### src/rtl/operand_fetch_if.sv
// Bundles the instruction, write-back and execute-side handshakes of the operand fetch stage.
// The DUT takes the slave modport and the driving environment takes the master modport.
interface operand_fetch_if #(
    parameter int WIDTH = 19
);
    logic             instr_valid;
    logic             instr_ready;
    logic [WIDTH-1:0] instr;
    logic             wb_en;
    logic [2:0]       wb_addr;
    logic [WIDTH-1:0] wb_data;
    logic             ex_valid;
    logic             ex_ready;
    logic [WIDTH-1:0] ex_a;
    logic [WIDTH-1:0] ex_b;
    logic [2:0]       ex_alu_op;
    logic [2:0]       ex_rd;

    modport slave (
        input  instr_valid, instr, wb_en, wb_addr, wb_data, ex_ready,
        output instr_ready, ex_valid, ex_a, ex_b, ex_alu_op, ex_rd
    );

    modport master (
        output instr_valid, instr, wb_en, wb_addr, wb_data, ex_ready,
        input  instr_ready, ex_valid, ex_a, ex_b, ex_alu_op, ex_rd
    );
endinterface

### src/rtl/operand_fetch.sv
// Operand fetch stage: decodes the instruction, reads the register file with write-back bypass,
// tracks pending destinations in a busy scoreboard and registers one operand bundle for the ALU.
module operand_fetch #(
    parameter int WIDTH = 19
) (
    input logic           clk,
    input logic           rst,
    operand_fetch_if.slave bus
);
    logic [WIDTH-1:0] r_regFile [0:7];
    logic [7:0]       r_busy;
    logic             r_exValid;
    logic [WIDTH-1:0] r_exA;
    logic [WIDTH-1:0] r_exB;
    logic [2:0]       r_exAluOp;
    logic [2:0]       r_exRd;

    logic [2:0]       w_aluOp;
    logic [2:0]       w_rd;
    logic [2:0]       w_rs1;
    logic [2:0]       w_rs2;
    logic             w_immSel;
    logic [5:0]       w_imm6;
    logic [WIDTH-1:0] w_immExt;
    logic [WIDTH-1:0] w_rs1Data;
    logic [WIDTH-1:0] w_rs2Data;
    logic [WIDTH-1:0] w_opB;
    logic [7:0]       w_wbClear;
    logic [7:0]       w_busySet;
    logic [7:0]       w_busyEff;
    logic             w_hazard;
    logic             w_accept;

    assign w_aluOp  = bus.instr[18:16];
    assign w_rd     = bus.instr[15:13];
    assign w_rs1    = bus.instr[12:10];
    assign w_rs2    = bus.instr[9:7];
    assign w_immSel = bus.instr[6];
    assign w_imm6   = bus.instr[5:0];
    assign w_immExt = {{(WIDTH-6){w_imm6[5]}}, w_imm6};

    // Source reads: r0 is hard zero, and a same-cycle write-back wins over the stored value.
    always_comb begin
        w_rs1Data = r_regFile[w_rs1];
        if (w_rs1 == 3'd0) begin
            w_rs1Data = '0;
        end else if (bus.wb_en && (bus.wb_addr == w_rs1)) begin
            w_rs1Data = bus.wb_data;
        end
        w_rs2Data = r_regFile[w_rs2];
        if (w_rs2 == 3'd0) begin
            w_rs2Data = '0;
        end else if (bus.wb_en && (bus.wb_addr == w_rs2)) begin
            w_rs2Data = bus.wb_data;
        end
    end

    assign w_opB = w_immSel ? w_immExt : w_rs2Data;

    always_comb begin
        w_wbClear = '0;
        if (bus.wb_en) begin
            w_wbClear[bus.wb_addr] = 1'b1;
        end
        w_busySet = '0;
        if (w_accept && (w_rd != 3'd0)) begin
            w_busySet[w_rd] = 1'b1;
        end
    end

    // A register being written back this cycle is already free for the hazard check.
    assign w_busyEff = r_busy & ~w_wbClear;
    assign w_hazard  = w_busyEff[w_rs1] | (w_busyEff[w_rs2] & ~w_immSel) | w_busyEff[w_rd];

    assign bus.instr_ready = !rst && (!r_exValid || bus.ex_ready) && !w_hazard;
    assign w_accept        = bus.instr_valid && bus.instr_ready;

    always_ff @(posedge clk) begin
        if (rst) begin
            for (int i = 0; i < 8; i++) begin
                r_regFile[i] <= '0;
            end
        end else if (bus.wb_en && (bus.wb_addr != 3'd0)) begin
            r_regFile[bus.wb_addr] <= bus.wb_data;
        end
    end

    // Set is applied after clear so a same-cycle issue to the written register stays busy.
    always_ff @(posedge clk) begin
        if (rst) begin
            r_busy <= '0;
        end else begin
            r_busy <= ((r_busy & ~w_wbClear) | w_busySet) & 8'hFE;
        end
    end

    always_ff @(posedge clk) begin
        if (rst) begin
            r_exValid <= 1'b0;
            r_exA     <= '0;
            r_exB     <= '0;
            r_exAluOp <= 3'd0;
            r_exRd    <= 3'd0;
        end else if (w_accept) begin
            r_exValid <= 1'b1;
            r_exA     <= w_rs1Data;
            r_exB     <= w_opB;
            r_exAluOp <= w_aluOp;
            r_exRd    <= w_rd;
        end else if (bus.ex_ready) begin
            r_exValid <= 1'b0;
        end
    end

    assign bus.ex_valid  = r_exValid;
    assign bus.ex_a      = r_exA;
    assign bus.ex_b      = r_exB;
    assign bus.ex_alu_op = r_exAluOp;
    assign bus.ex_rd     = r_exRd;
endmodule

### src/flat_wrapper.sv
// flat-port wrapper written by rule: the top's interface ports become plain ports
module operand_fetch_flat 
#(
    parameter int WIDTH = 19
)
  (clk, rst, bus_instr_valid, bus_instr, bus_wb_en, bus_wb_addr, bus_wb_data, bus_ex_ready, bus_instr_ready, bus_ex_valid, bus_ex_a, bus_ex_b, bus_ex_alu_op, bus_ex_rd);
  operand_fetch_if #(.WIDTH(WIDTH)) bus_i ();
  input logic clk;
  input logic rst;
  input wire logic [$bits(bus_i.instr_valid)-1:0] bus_instr_valid;
  input wire logic [$bits(bus_i.instr)-1:0] bus_instr;
  input wire logic [$bits(bus_i.wb_en)-1:0] bus_wb_en;
  input wire logic [$bits(bus_i.wb_addr)-1:0] bus_wb_addr;
  input wire logic [$bits(bus_i.wb_data)-1:0] bus_wb_data;
  input wire logic [$bits(bus_i.ex_ready)-1:0] bus_ex_ready;
  output wire logic [$bits(bus_i.instr_ready)-1:0] bus_instr_ready;
  output wire logic [$bits(bus_i.ex_valid)-1:0] bus_ex_valid;
  output wire logic [$bits(bus_i.ex_a)-1:0] bus_ex_a;
  output wire logic [$bits(bus_i.ex_b)-1:0] bus_ex_b;
  output wire logic [$bits(bus_i.ex_alu_op)-1:0] bus_ex_alu_op;
  output wire logic [$bits(bus_i.ex_rd)-1:0] bus_ex_rd;
  assign bus_i.instr_valid = bus_instr_valid;
  assign bus_i.instr = bus_instr;
  assign bus_i.wb_en = bus_wb_en;
  assign bus_i.wb_addr = bus_wb_addr;
  assign bus_i.wb_data = bus_wb_data;
  assign bus_i.ex_ready = bus_ex_ready;
  assign bus_instr_ready = bus_i.instr_ready;
  assign bus_ex_valid = bus_i.ex_valid;
  assign bus_ex_a = bus_i.ex_a;
  assign bus_ex_b = bus_i.ex_b;
  assign bus_ex_alu_op = bus_i.ex_alu_op;
  assign bus_ex_rd = bus_i.ex_rd;
  operand_fetch #(.WIDTH(WIDTH)) u_core (.clk(clk), .rst(rst), .bus(bus_i));
endmodule
### config.mk
export PLATFORM = sky130hd
export DESIGN_NAME = operand_fetch_flat
export DESIGN_NICKNAME = d
export VERILOG_FILES = /design/src/rtl/operand_fetch_if.sv /design/src/rtl/operand_fetch.sv /design/src/flat_wrapper.sv
export SDC_FILE = /design/constraint.sdc
export NUM_CORES = 1
export LEC_CHECK = 0
export ABC_AREA = 1
export ABC_CLOCK_PERIOD_IN_PS = 3940
export BUFFER_PORTS_ARGS = -buffer_cell sky130_fd_sc_hd__buf_4
export CAP_MARGIN = 5
export CORE_MARGIN = 2
export CORE_UTILIZATION = 35
export DETAILED_ROUTE_END_ITERATION = 6
export PLACE_DENSITY = 0.54
export SKIP_CTS_REPAIR_TIMING = 1
export SLEW_MARGIN = 20
export SYNTH_ARGS = -nofsm -noshare
export SYNTH_HDL_FRONTEND = slang
export SYNTH_SLANG_ARGS = --single-unit
### constraint.sdc
create_clock -name clk -period 3.94 [get_ports clk]
set_input_delay 0.591 -clock clk [delete_from_list [all_inputs] [get_ports clk]]
set_output_delay 0.591 -clock clk [all_outputs]
set_load 0.02 [all_outputs]
== Word-level counts from Yosys, hierarchy flattened ==
Memories as Yosys holds them, arrays and structs flattened.
Cells that the tools add are included.
Word-level totals
  bits in latches: 0
  memories kept: 1
  RAM bits: 152
  output and inout port bits: 46
  input port bits: 46
  memory bits (read-only): 0
  register bits after elaboration: 53
Operators by class
  reduce and logical (&&, ||, !) cells: 19
  $mul: 0
  mux-type cells: 27
  shift operators: 0
  magnitude comparators: 6
  bitwise logic cells: 7
  div/mod/pow operators: 0
  $add $sub $neg: 0
  equal/unequal tests: 2
Memory list
  u_core.r_regFile: words 8, bits a word 19, rd ports 2, clocked after Yosys merged registers in 0, wr ports 8, line operand_fetch.sv:10  | logic [WIDTH-1:0] r_regFile [0:7];
Operators with widths (count)
  $mux 19: 6
  $reduce_or 19->1: 1
  $lt 3x4->1 const B: 4
  $mux 8: 2
  $mux 1: 13
  $bmux 1 s3: 3
  $logic_and 1x1->1: 9
  $and 8x8->8: 1
  $not 8->8: 1
  $or 8x8->8: 1
  $demux 1 s3: 2
  $eq 3x3->1: 2
  $ge 3x1->1 const B: 2
  $logic_not 3->1: 2
  $reduce_bool 3->1: 2
  $logic_not 1->1: 3
  $mux 3: 1
  $or 1x1->1: 2
  $reduce_bool 2->1: 1
  $and 1x1->1: 1
  $logic_or 1x1->1: 1
  $not 1->1: 1

== Logic depth before layout (Yosys ltp) ==
  depth in word-level cells: 18
  mapped depth: 16
  mapped depth without buffers: 14

== Worst setup path after synthesis ==
No wires, ideal clock.
  kind: input-to-output
  start point: input bus_wb_addr[0]
  end point: output bus_instr_ready
  setup slack: 1.578 ns
  buffers on the path: 3
  stages: 12
  arrival time: 1.771 ns
  path through: buf_6 inv_2 buf_6 nand4_1 nand3_1 nand3_1 nor2_1 nand2_1 inv_1 nand3_1 nor2_4 buf_6
On the way
  longest elaborated chain between the ends: 14
  elaborated cells between the ends (all ways): 19
Ends and longest elaborated chain
  start: declaration: line flat_wrapper.sv:13  | input wire logic [$bits(bus_i.wb_addr)-1:0] bus_wb_addr;
  $lt 3x4->1 (not written as such) / $ge 3x1->1 (equally long branches): line operand_fetch.sv:63  | w_wbClear[bus.wb_addr] = 1'b1;
  $logic_and 1x1->1 (not written as such): line operand_fetch.sv:63
  $mux 1 (not written as such): line operand_fetch.sv:63
  $demux 1 s3 *
  $mux 8 *: line operand_fetch.sv:62  | if (bus.wb_en) begin
  $not 8->8 *: line operand_fetch.sv:72  | assign w_busyEff = r_busy & ~w_wbClear;
  $and 8x8->8 *: line operand_fetch.sv:72
  $bmux 1 s3: line operand_fetch.sv:73  | assign w_hazard = w_busyEff[w_rs1] | (w_busyEff[w_rs2] & ~w_immSel) | w_busyEff[w_rd];
  $mux 1 (not written as such): line operand_fetch.sv:73
  $and 1x1->1: line operand_fetch.sv:73
  $or 1x1->1: line operand_fetch.sv:73
  $or 1x1->1 *: line operand_fetch.sv:73
  $logic_not 1->1 *: line operand_fetch.sv:75  | assign bus.instr_ready = !rst && (!r_exValid || bus.ex_ready) && !w_hazard;
  $logic_and 1x1->1 *: line operand_fetch.sv:75
  end: declaration: line flat_wrapper.sv:16  | output wire logic [$bits(bus_i.instr_ready)-1:0] bus_instr_ready;
Every way passes the cells marked *; elsewhere a longest branch is shown, timed or not. The select of a mux whose other input is x is not followed.

== Final worst setup path ==
  start point: input bus_instr[10]
  end point: output bus_instr_ready
On the way
  longest elaborated chain between the ends: 6
Ends and longest elaborated chain
  start: declaration: line flat_wrapper.sv:11  | input wire logic [$bits(bus_i.instr)-1:0] bus_instr;
  $bmux 1 s3: line operand_fetch.sv:73
  $mux 1 (not written as such): line operand_fetch.sv:73
  $or 1x1->1 (2 in series): line operand_fetch.sv:73
  $logic_not 1->1: line operand_fetch.sv:75
  $logic_and 1x1->1: line operand_fetch.sv:75
Every way passes these cells. The select of a mux whose other input is x is not followed.

==> impl_metrics.toml <==
[outcome]
outcome = "finished clean"

[yosys]
synthCells = 1292
async_flop_share = 0
postSynthAreaPerCell_um2 = 8.24
synthAdderAreaFrac = 0
ys_seq_area_frac = 0.526
synthXorXnorAreaFrac = 0.000822
synth-simple-area-share = 0.258
synth_edf_count = 152
synth_top_family_by_area = "simple AND/OR/NAND/NOR gates"
synth_cell_types = 36
synth.area.mux_share = 0
ys_warn_count = 0
synthesis.area_um2 = 10700
synth_seq_cells = 204
synth_compound_area_frac = 0.147
synthFlopType = "edfxtp_1"

[worst_setup_path]
cp-start-kind = "input pin"
path_class = "in2out"
max_stage_delay_ns = 0.56
cp_common_cell = "nand2_1"
cpMaxStageDelayCell = "buf_4"
cp-end-kind = "output pin"
cp.arrival_ns = 2.48
cp_cell_sequence = "buf_4 -> nor2_1 -> nand3_1 -> nand2_1 -> inv_1 -> nand2_1 -> nand2_1 -> nand3_1 -> nor2_4 -> buf_4"
crit_required_ns = 3.35
worstPathMaxFanout = 67
reg2reg_slack_ns = 1.99

[floorplanning]
fp-row-count = 63
die_h_um = 178
ioPinCount = 92
start_util = 0.357
core_um2 = 29800
die-area_um2 = 31800
die_width_um = 178

[finish]
drive_above_1_share = 0.134
fin_nets = 1416
most-common-layout-cells = "nand2_1 (246), nor2_1 (183), nand3_1 (169), edfxtp_1 (152), buf_4 (126)"
final_cells = 1778
final_common_cell = "nand2_1"
area_growth_syn_to_layout_pct = 18.2
num_antenna_cells = 0

[clocking]
root_buffer = "clkbuf_16"
cts_buffers = 24
cts_tree = "yes"
path_clk_slew_ns = 0.06
cts_sinks = 204
clkLatencyLatePin_ns = 0.54
clockBufferDepth = 3
cts_max_level = 1

[timing]
finalHoldViolations = 0
setup_viol = 0
clock.fmax_mhz = 326
timing.hold.ws_ns = 0.315
setup_tns_ns = 0
relSlewSlack = 0.481
tightestPinTransition_ns = 0.779
fin_worst_skew_ns = 0.0178
rsz0062_at_grt = "false"
maxSlewViolCount = 0
min_period_ns = 3.07
min_period_over_period = 0.779

[power]
cellPowerDensity_nw_per_um2 = 449
ir_drop_v = 0.000277
p_leak_nw = 5.06

[placement]
dp_hpwl_um = 24700
port_buffers = 91
placed_cells = 1734
globalplace.congestion = 0.880

[routing]
drtIter0Drc = 1305
ant_nets = 0
vias_per_cell = 5.56
wl_per_cell_um = 21.9
vias = 9894
drc = 0
wirelength_um = 38900
first_pass_iters = 5

[global_routing]
grt_usage = 0.246
grt_overflow = 0
grt_max_degree = 68
grt_pass1_vias = 9250
antenna_found_initial = 0
grt_pass1_wl_um = 58500

[run]
cap_violations = 0

[hold_path]
hold_class = "in2reg"
==> cell type report <==
type | instances | area [um2]
clock buffer | 26 | 629
multi-input combinational | 936 | 4390
tap | 390 | 488
inverter | 75 | 282
clock inverter | 18 | 189
sequential | 204 | 5610
fill | 3001 | 17200
timing repair buffer | 129 | 1010
==> Yosys cell counts, drive strengths merged (4+ instances only) <==
cell type | number | area (um2)
nand2 | 246 | 923
nor2 | 184 | 698
nand3 | 170 | 856
edfxtp | 152 | 4560
a21oi | 107 | 543
o21ai | 103 | 515
inv | 63 | 236
clkbuf | 56 | 210
dfxtp | 52 | 1040
buf | 39 | 229
and2 | 23 | 144
o221ai | 21 | 184
a31oi | 19 | 125
nand4 | 16 | 113
clkinv | 12 | 45.0
o211ai | 12 | 90.1
o221a | 4 | 45.0
o22ai | 4 | 25.0
==> final timing paths <==
path / start / end / cells past startpoint
setup / recovery: bus_instr[10] / bus_instr_ready / 10
hold / removal: bus_ex_ready / u_core.bus.ex_valid$_SDFFE_PP0P_ / 4
setup reg to reg: u_core.r_busy[7]$_SDFF_PP0_ / u_core.bus.ex_b[13]$_SDFFE_PP0P_ / 12
hold reg to reg: u_core.bus.ex_rd[1]$_SDFFE_PP0P_ / u_core.bus.ex_rd[1]$_SDFFE_PP0P_ / 2
==> critical path, delay by kind of cell <==
| family | cells | cell delay, ns |
|---|---|---|
| simple gates | 7 | 1.03 |
| buf+inv | 3 | 0.83 |
==> power breakdown <==
part | switching, W | internal (W)
sequential | 0.0000757 | 0.00245
combinational | 0.000541 | 0.000247
clock | 0.000928 | 0.00141
total | 0.00154 | 0.00410
==> cells by family (layout without fill, tap and decap cells) <==
logic type	count (synthesis)	after routing
compound gates	274	274
xor+xnor	1	1
buf+inv	170	248
flops	204	204
other cells	1	19
simple gates	642	642
==> registers in the layout (all words and copies together), names as in the netlist <==
register	flops
u_core.r_busy	7
u_core.bus.ex_b	19
u_core.bus.ex_valid	1
u_core.bus.ex_rd	3
u_core.bus.ex_alu_op	3
u_core.r_regFile	152
u_core.bus.ex_a	19
==> per-stage QoR <==
| stage | total power, W | setup WS, ns | util | instance area [um2] |
|---|---|---|---|---|
| 2_1_floorplan | 0.00302 | 1.58 | - | 10700 |
| 3_3_place_gp | 0.00334 | 0.897 | 0.395 | 11800 |
| 3_5_place_dp | 0.00334 | 0.861 | 0.395 | 11800 |
| 4_1_cts | 0.00566 | 0.879 | 0.423 | 12600 |
| 5_1_grt | 0.00584 | 0.657 | 0.423 | 12600 |
| 6_report | 0.00565 | 0.873 | 0.423 | 12600 |
==> routing by layer <==
layer | share of wire | track usage | routed length, um | up-vias
li1 | - | - | - | 4617
met1 | 0.43 | 0.350 | 16900 | 4687
met2 | 0.44 | 0.380 | 17200 | 526
met3 | 0.095 | 0.0401 | 3700 | 64
met4 | 0.028 | 0.0799 | 1100 | 0
met5 | 0 | 0 | 0 | -
Power figures use the tool's default switching activity.
